--- config.mk ---
export PLATFORM = sky130hd
export DESIGN_NAME = led_seq_ctrl
export DESIGN_NICKNAME = d
export VERILOG_FILES = /design/src/rtl/led_seq_pkg.sv /design/src/rtl/btn_debounce.sv /design/src/rtl/led_seq_ctrl.sv
export SDC_FILE = /design/constraint.sdc
export NUM_CORES = 1
export LEC_CHECK = 0
export BUFFER_PORTS_ARGS = -buffer_cell sky130_fd_sc_hd__buf_2
export CORE_UTILIZATION = 50
export CTS_CLUSTER_SIZE = 20
export DETAILED_ROUTE_END_ITERATION = 8
export GPL_TIMING_DRIVEN = 0
export PLACE_DENSITY_LB_ADDON = 0.3
export SETUP_SLACK_MARGIN = 0.5
export SYNTH_ARGS = -nofsm -noshare
export SYNTH_HDL_FRONTEND = slang
export SYNTH_SLANG_ARGS = --single-unit
--- constraint.sdc ---
create_clock -name hwclk -period 3.5 [get_ports hwclk]
set_input_delay 0.525 -clock hwclk [delete_from_list [all_inputs] [get_ports hwclk]]
set_output_delay 0.525 -clock hwclk [all_outputs]
set_load 0.02 [all_outputs]
--- src/rtl/led_seq_pkg.sv ---
//============================================================================
// Module : led_seq_pkg
// Brief  : Shared types and constants for the LED pattern sequencer.
// Rev    : 1.0 - initial release
//============================================================================
`default_nettype none

package led_seq_pkg;

    typedef enum logic [1:0] {
        MODE_COUNT = 2'd0,
        MODE_SCAN  = 2'd1,
        MODE_FILL  = 2'd2,
        MODE_BLINK = 2'd3
    } led_mode_e;

    localparam int SYNC_STAGES = 2;

endpackage

`default_nettype wire

--- src/rtl/btn_debounce.sv ---
//============================================================================
// Module : btn_debounce
// Brief  : Raw button synchroniser + debouncer emitting a 1-cycle press pulse.
// Rev    : 1.0 - initial release
//============================================================================
`default_nettype none

module btn_debounce
    import led_seq_pkg::*;
#(
    parameter int DEBOUNCE_CYCLES = 240000
)(
    input  logic clk,
    input  logic rst,
    input  logic i_btn,
    output logic o_press
);

    localparam int              c_DW      = $clog2(DEBOUNCE_CYCLES + 1);
    localparam logic [c_DW-1:0] c_DB_LAST = c_DW'(DEBOUNCE_CYCLES - 1);

    logic [SYNC_STAGES-1:0] r_sync;
    logic [SYNC_STAGES-1:0] r_vld;
    logic [c_DW-1:0]        r_cnt;
    logic                   r_level;
    logic                   r_armed;
    logic                   r_press;
    logic                   w_sync;

    assign w_sync  = r_sync[SYNC_STAGES-1];
    assign o_press = r_press;

    // r_armed stays low until a released level has been seen after reset, so a
    // button held through reset cannot produce a press when reset drops.
    always_ff @(posedge clk) begin
        if (rst) begin
            r_sync  <= '0;
            r_vld   <= '0;
            r_cnt   <= '0;
            r_level <= 1'b0;
            r_armed <= 1'b0;
            r_press <= 1'b0;
        end else begin
            r_sync  <= {r_sync[SYNC_STAGES-2:0], i_btn};
            r_vld   <= {r_vld[SYNC_STAGES-2:0], 1'b1};
            r_press <= 1'b0;
            if (r_vld[SYNC_STAGES-1] && !w_sync)
                r_armed <= 1'b1;
            if (w_sync == r_level) begin
                r_cnt <= '0;
            end else if (r_cnt == c_DB_LAST) begin
                r_cnt   <= '0;
                r_level <= w_sync;
                r_press <= w_sync & r_armed;
            end else begin
                r_cnt <= r_cnt + 1'b1;
            end
        end
    end

endmodule

`default_nettype wire

--- src/rtl/led_seq_ctrl.sv ---
//============================================================================
// Module : led_seq_ctrl
// Brief  : Four-pattern LED sequencer with debounced mode/pause buttons.
//          Optional PWM dimming enabled by defining LED_SEQ_PWM_DIM_EN.
// Rev    : 1.0 - initial release
//============================================================================
`default_nettype none

module led_seq_ctrl
    import led_seq_pkg::*;
#(
    parameter int TICK_DIV        = 12000000,
    parameter int DEBOUNCE_CYCLES = 240000,
    parameter int NUM_LEDS        = 8
)(
    input  logic                hwclk,
    input  logic                rst,
    input  logic                btn_mode,
    input  logic                btn_pause,
`ifdef LED_SEQ_PWM_DIM_EN
    input  logic [3:0]          bright,
`endif
    output logic [NUM_LEDS-1:0] leds,
    output logic [1:0]          mode,
    output logic                paused,
    output logic                tick
);

    localparam int              c_TW        = $clog2(TICK_DIV);
    localparam int              c_SW        = $clog2(NUM_LEDS + 1);
    localparam logic [c_TW-1:0] c_TICK_LAST = c_TW'(TICK_DIV - 1);
    localparam logic [c_SW-1:0] c_LAST      = c_SW'(NUM_LEDS - 1);
    localparam logic [c_SW-1:0] c_FULL      = c_SW'(NUM_LEDS);

    logic [c_TW-1:0]     r_tick_cnt;
    logic [c_SW-1:0]     r_step;
    logic                r_dir;
    logic [NUM_LEDS-1:0] r_pat;
    led_mode_e           r_mode;
    logic                r_paused;

    logic                w_mode_press;
    logic                w_pause_press;
    logic                w_tick;
    logic [c_SW-1:0]     w_step_nxt;
    logic                w_dir_nxt;
    logic [NUM_LEDS-1:0] w_pat_nxt;
    logic [NUM_LEDS-1:0] w_pat_init;
    led_mode_e           w_mode_nxt;

    btn_debounce #(.DEBOUNCE_CYCLES(DEBOUNCE_CYCLES)) u_dbn_mode (
        .clk     (hwclk),
        .rst     (rst),
        .i_btn   (btn_mode),
        .o_press (w_mode_press)
    );

    btn_debounce #(.DEBOUNCE_CYCLES(DEBOUNCE_CYCLES)) u_dbn_pause (
        .clk     (hwclk),
        .rst     (rst),
        .i_btn   (btn_pause),
        .o_press (w_pause_press)
    );

    assign w_tick     = !r_paused && (r_tick_cnt == c_TICK_LAST);
    assign w_mode_nxt = led_mode_e'(r_mode + 2'd1);
    assign w_pat_init = (w_mode_nxt == MODE_SCAN) ? {{(NUM_LEDS-1){1'b0}}, 1'b1} : '0;

    // SCAN direction flips as soon as an end is reached, so each end is lit once.
    always_comb begin
        w_step_nxt = r_step;
        w_dir_nxt  = r_dir;
        case (r_mode)
            MODE_SCAN: begin
                w_step_nxt = r_dir ? (r_step - 1'b1) : (r_step + 1'b1);
                if (w_step_nxt == c_LAST)
                    w_dir_nxt = 1'b1;
                else if (w_step_nxt == '0)
                    w_dir_nxt = 1'b0;
            end
            MODE_FILL:  w_step_nxt = (r_step == c_FULL) ? '0 : (r_step + 1'b1);
            MODE_BLINK: w_step_nxt = {{(c_SW-1){1'b0}}, ~r_step[0]};
            default: ;
        endcase
    end

    // COUNT uses the pattern register itself as its wider counter.
    always_comb begin
        w_pat_nxt = r_pat + 1'b1;
        for (int i = 0; i < NUM_LEDS; i++) begin
            case (r_mode)
                MODE_SCAN:  w_pat_nxt[i] = (w_step_nxt == c_SW'(i));
                MODE_FILL:  w_pat_nxt[i] = (c_SW'(i) < w_step_nxt);
                MODE_BLINK: w_pat_nxt[i] = w_step_nxt[0];
                default: ;
            endcase
        end
    end

    always_ff @(posedge hwclk) begin
        if (rst) begin
            r_tick_cnt <= '0;
            r_step     <= '0;
            r_dir      <= 1'b0;
            r_pat      <= '0;
            r_mode     <= MODE_COUNT;
            r_paused   <= 1'b0;
        end else begin
            if (w_pause_press)
                r_paused <= ~r_paused;
            if (w_mode_press) begin
                r_mode     <= w_mode_nxt;
                r_tick_cnt <= '0;
                r_step     <= '0;
                r_dir      <= 1'b0;
                r_pat      <= w_pat_init;
            end else if (!r_paused) begin
                if (w_tick) begin
                    r_tick_cnt <= '0;
                    r_step     <= w_step_nxt;
                    r_dir      <= w_dir_nxt;
                    r_pat      <= w_pat_nxt;
                end else begin
                    r_tick_cnt <= r_tick_cnt + 1'b1;
                end
            end
        end
    end

`ifdef LED_SEQ_PWM_DIM_EN
    logic [3:0] r_pwm;

    always_ff @(posedge hwclk) begin
        if (rst)
            r_pwm <= '0;
        else
            r_pwm <= r_pwm + 1'b1;
    end

    assign leds = r_pat & {NUM_LEDS{r_pwm < bright}};
`else
    assign leds = r_pat;
`endif

    assign mode   = r_mode;
    assign paused = r_paused;
    assign tick   = w_tick;

endmodule

`default_nettype wire
==> impl_metrics.py <==
metrics = {
    "critical_path": {
        "crit_path_max_incr_delay_ps": 400,
        "critPathMaxFanout": 10,
        "cp_slowest_cell": "or3_1",
        "path_delay_family": "simple AND/OR/NAND/NOR gates",
        "critPathLaunchType": "register",
        "crit_arrival_ps": 2330,
        "rrSetupSlack_ps": 730,
        "critPathKind": "reg2out",
        "cp_num_buf_inv": 4,
        "crit_required_ps": 2970,
        "crit_chain": "and3b_2, nand4_1, or3_1, clkbuf_2, inv_2, clkbuf_4, buf_2",
        "endpoint_kind": "output pin",
    },
    "sta": {
        "skew_ps": 11.8,
        "fin_crit_sh": 0.816,
        "relSlewSlack": 0.619,
        "worst_slack_ps": 644,
        "min_period_ps": 2860,
        "setup_viol": 0,
        "max_freq_mhz": 350,
        "slew_viol_final": 0,
        "hold_viol": 0,
        "whs_ps": 380,
        "setup_tns_ps": 0,
        "rsz0062_at_grt": "yes",
        "tightest_slew_ps": 569,
    },
    "drt": {
        "drcViolationCount": 0,
        "ant_nets": 0,
        "viasPerCell": 5.51,
        "drt_iter0_markers": 136,
        "firstDrtPassIters": 5,
        "via_count": 3560,
        "routedWlPerCell_um": 12.7,
        "finalWirelength_mm": 8.19,
    },
    "synthesis": {
        "netlist_top_cells_area": "dfxtp_1, xor2_1, nor2_1",
        "avgSynthCellArea_um2": 8.34,
        "ys_async_sr_fraction": 0,
        "ys.flop_type": "dfxtp_1",
        "yosysMostFrequentCell": "nor2_1",
        "synthesis.area_mm2": 0.00423,
        "syn_inst": 507,
        "netlist_top_cells_count": "nor2_1, dfxtp_1, xor2_1",
        "yosysTopAreaCell": "dfxtp_1",
        "synth.top_cell.area_share": 0.417,
        "ys_warn_count": 0,
        "syn_nets": 521,
        "yosysUniqueCellTypes": 51,
        "synth_edf_count": 0,
        "synth_seq_area_share": 0.417,
        "synth-seq-cells": 88,
    },
    "clock_tree": {
        "cts_buffers": 9,
        "path_clk_slew_ps": 80,
        "clock_path_buffers": 2,
        "clock_sinks": 88,
        "ctsHoldBuffers": 0,
        "clk_latency_ps": 350,
        "cts_tree": "done",
        "cts_root_buf": "clkbuf_8",
        "cts_max_level": 3,
    },
    "min_path": {
        "worstHoldPathType": "in2reg",
    },
    "grt": {
        "grt-ovfl-total": 0,
        "grt_pass1_vias": 3161,
        "grt_pass1_wl_mm": 13.8,
        "grt_use_total": 0.195,
        "antenna_found_initial": 0,
        "grt_max_degree": 16,
    },
    "finish": {
        "syn_to_final_growth_pct": 10.7,
        "diodes": 0,
        "drive_gt1_frac": 0.0906,
        "fin_area_mm2": 0.00468,
        "nets": 550,
    },
    "power_and_ir_drop": {
        "ir_worst_vdd_uv": 240,
        "p_leak_nw": 1.67,
        "powerDensity_mw_per_mm2": 383,
        "p_total_mw": 1.79,
    },
    "placement": {
        "port_buffers": 15,
        "dp.final_hpwl_mm": 5.78,
        "pre_cts_ws_ps": 601,
        "place.gp.congestion": 0.871,
        "place_area_mm2": 0.00444,
    },
    "floorplan": {
        "dieArea_mm2": 0.00883,
        "core.rowCount": 33,
        "start_util": 0.515,
        "fp.coreArea_mm2": 0.00822,
        "die_h_um": 94.0,
        "io_pins": 16,
        "die_w_um": 94.0,
    },
    "flow_run": {
        "max_cap_viol_count": 0,
    },
    "status": {
        "status": "complete, no violations",
    },
}
## path summary, 6_finish.rpt
| path | startpoint | endpoint | cells past startpoint |
|---|---|---|---|
| max | paused$_SDFFE_PP0P_ | tick | 7 |
| min | btn_pause | u_dbn_pause.r_sync[0]$_SDFF_PP0_ | 2 |
| max reg2reg | mode[0]$_SDFFE_PP0P_ | leds[1]$_SDFFE_PP0P_ | 9 |
| min reg2reg | u_dbn_pause.r_sync[0]$_SDFF_PP0_ | u_dbn_pause.r_sync[1]$_SDFF_PP0_ | 1 |
## kinds of logic after synthesis
| logic type | synth area share |
|---|---|
| compound gates | 0.0944 |
| xor+xnor | 0.128 |
| fa+ha+maj | 0.0296 |
| buf+inv | 0.0328 |
| flops | 0.417 |
| mux | 0.00710 |
| simple gates | 0.291 |
## flip-flops by register name (all words and copies together), names as in the netlist, 2 cells and up
signal              flops
leds                    8
mode                    2
r_step                  4
r_tick_cnt             24
u_dbn_mode.r_cnt       18
u_dbn_mode.r_sync       2
u_dbn_pause.r_cnt      18
u_dbn_pause.r_sync      2
## layout by cell type, fill, tap and decap left out, types with 3 or more instances in the layout
cell	Yosys	final
buf_4	0	3
nor3_1	10	10
nor4_1	3	3
nand3_1	27	27
nand2b_1	3	3
and4_1	9	9
a31oi_1	3	3
xnor2_1	18	18
dfxtp_1	88	88
ha_1	10	9
and3_1	11	11
a21oi_1	23	23
xor2_1	44	44
nand2_1	38	38
buf_2	0	15
inv_1	15	14
o21ai_0	13	13
clkbuf_8	0	11
nand4_1	23	23
nor2_1	94	94
mux2i_1	3	3
and2_1	4	4
clkbuf_1	17	15
nor2b_1	7	7
## repair_timing
item / 4_1_cts / 5_1_grt
endpoints found under the setup margin: 1 / 3
resized for setup: 3 / 4
pin swaps: 0 / 1
endpoints found under the hold margin: 0 / 0
buffers inserted: 0 / 3
## metal layers
layer  track usage  wire [µm]
met5             0          0
met4        0.0731         92
met1         0.253       3940
met2         0.312       3690
met3        0.0445        467
## power by group
| part | switching (mW) | total (mW) | internal [mW] | leakage [nW] |
|---|---|---|---|---|
| clock | 0.359 | 0.732 | 0.373 | 0.102 |
| sequential | 0.00857 | 1.02 | 1.01 | 0.711 |
| combinational | 0.0252 | 0.0430 | 0.0178 | 0.859 |
| total | 0.393 | 1.79 | 1.40 | 1.67 |
## metrics by stage
stage	cells	utilization
2_1_floorplan	507	-
3_3_place_gp	627	0.540
3_5_place_dp	627	0.540
4_1_cts	643	0.566
5_1_grt	646	0.570
6_report	646	0.570
## worst register-to-register path, stage by stage (launching register included)
cell      delay, ps
dfxtp_1         420
inv_1            90
ha_1            280
clkbuf_1        270
o21ai_0         250
o211ai_1        210
or4_4           540
and2_4          180
o2111a_1        240
a31o_1          180
## area by class of cell
type | instances | area [µm²]
fill | 750 | 3540
clock inverter | 5 | 62.6
multi-input combinational | 384 | 2330
buffer | 20 | 87.6
tap | 105 | 131
inverter | 15 | 56.3
timing repair buffer | 18 | 97.6
sequential | 88 | 1760
clock buffer | 11 | 151
Power figures use the tool's default switching activity.
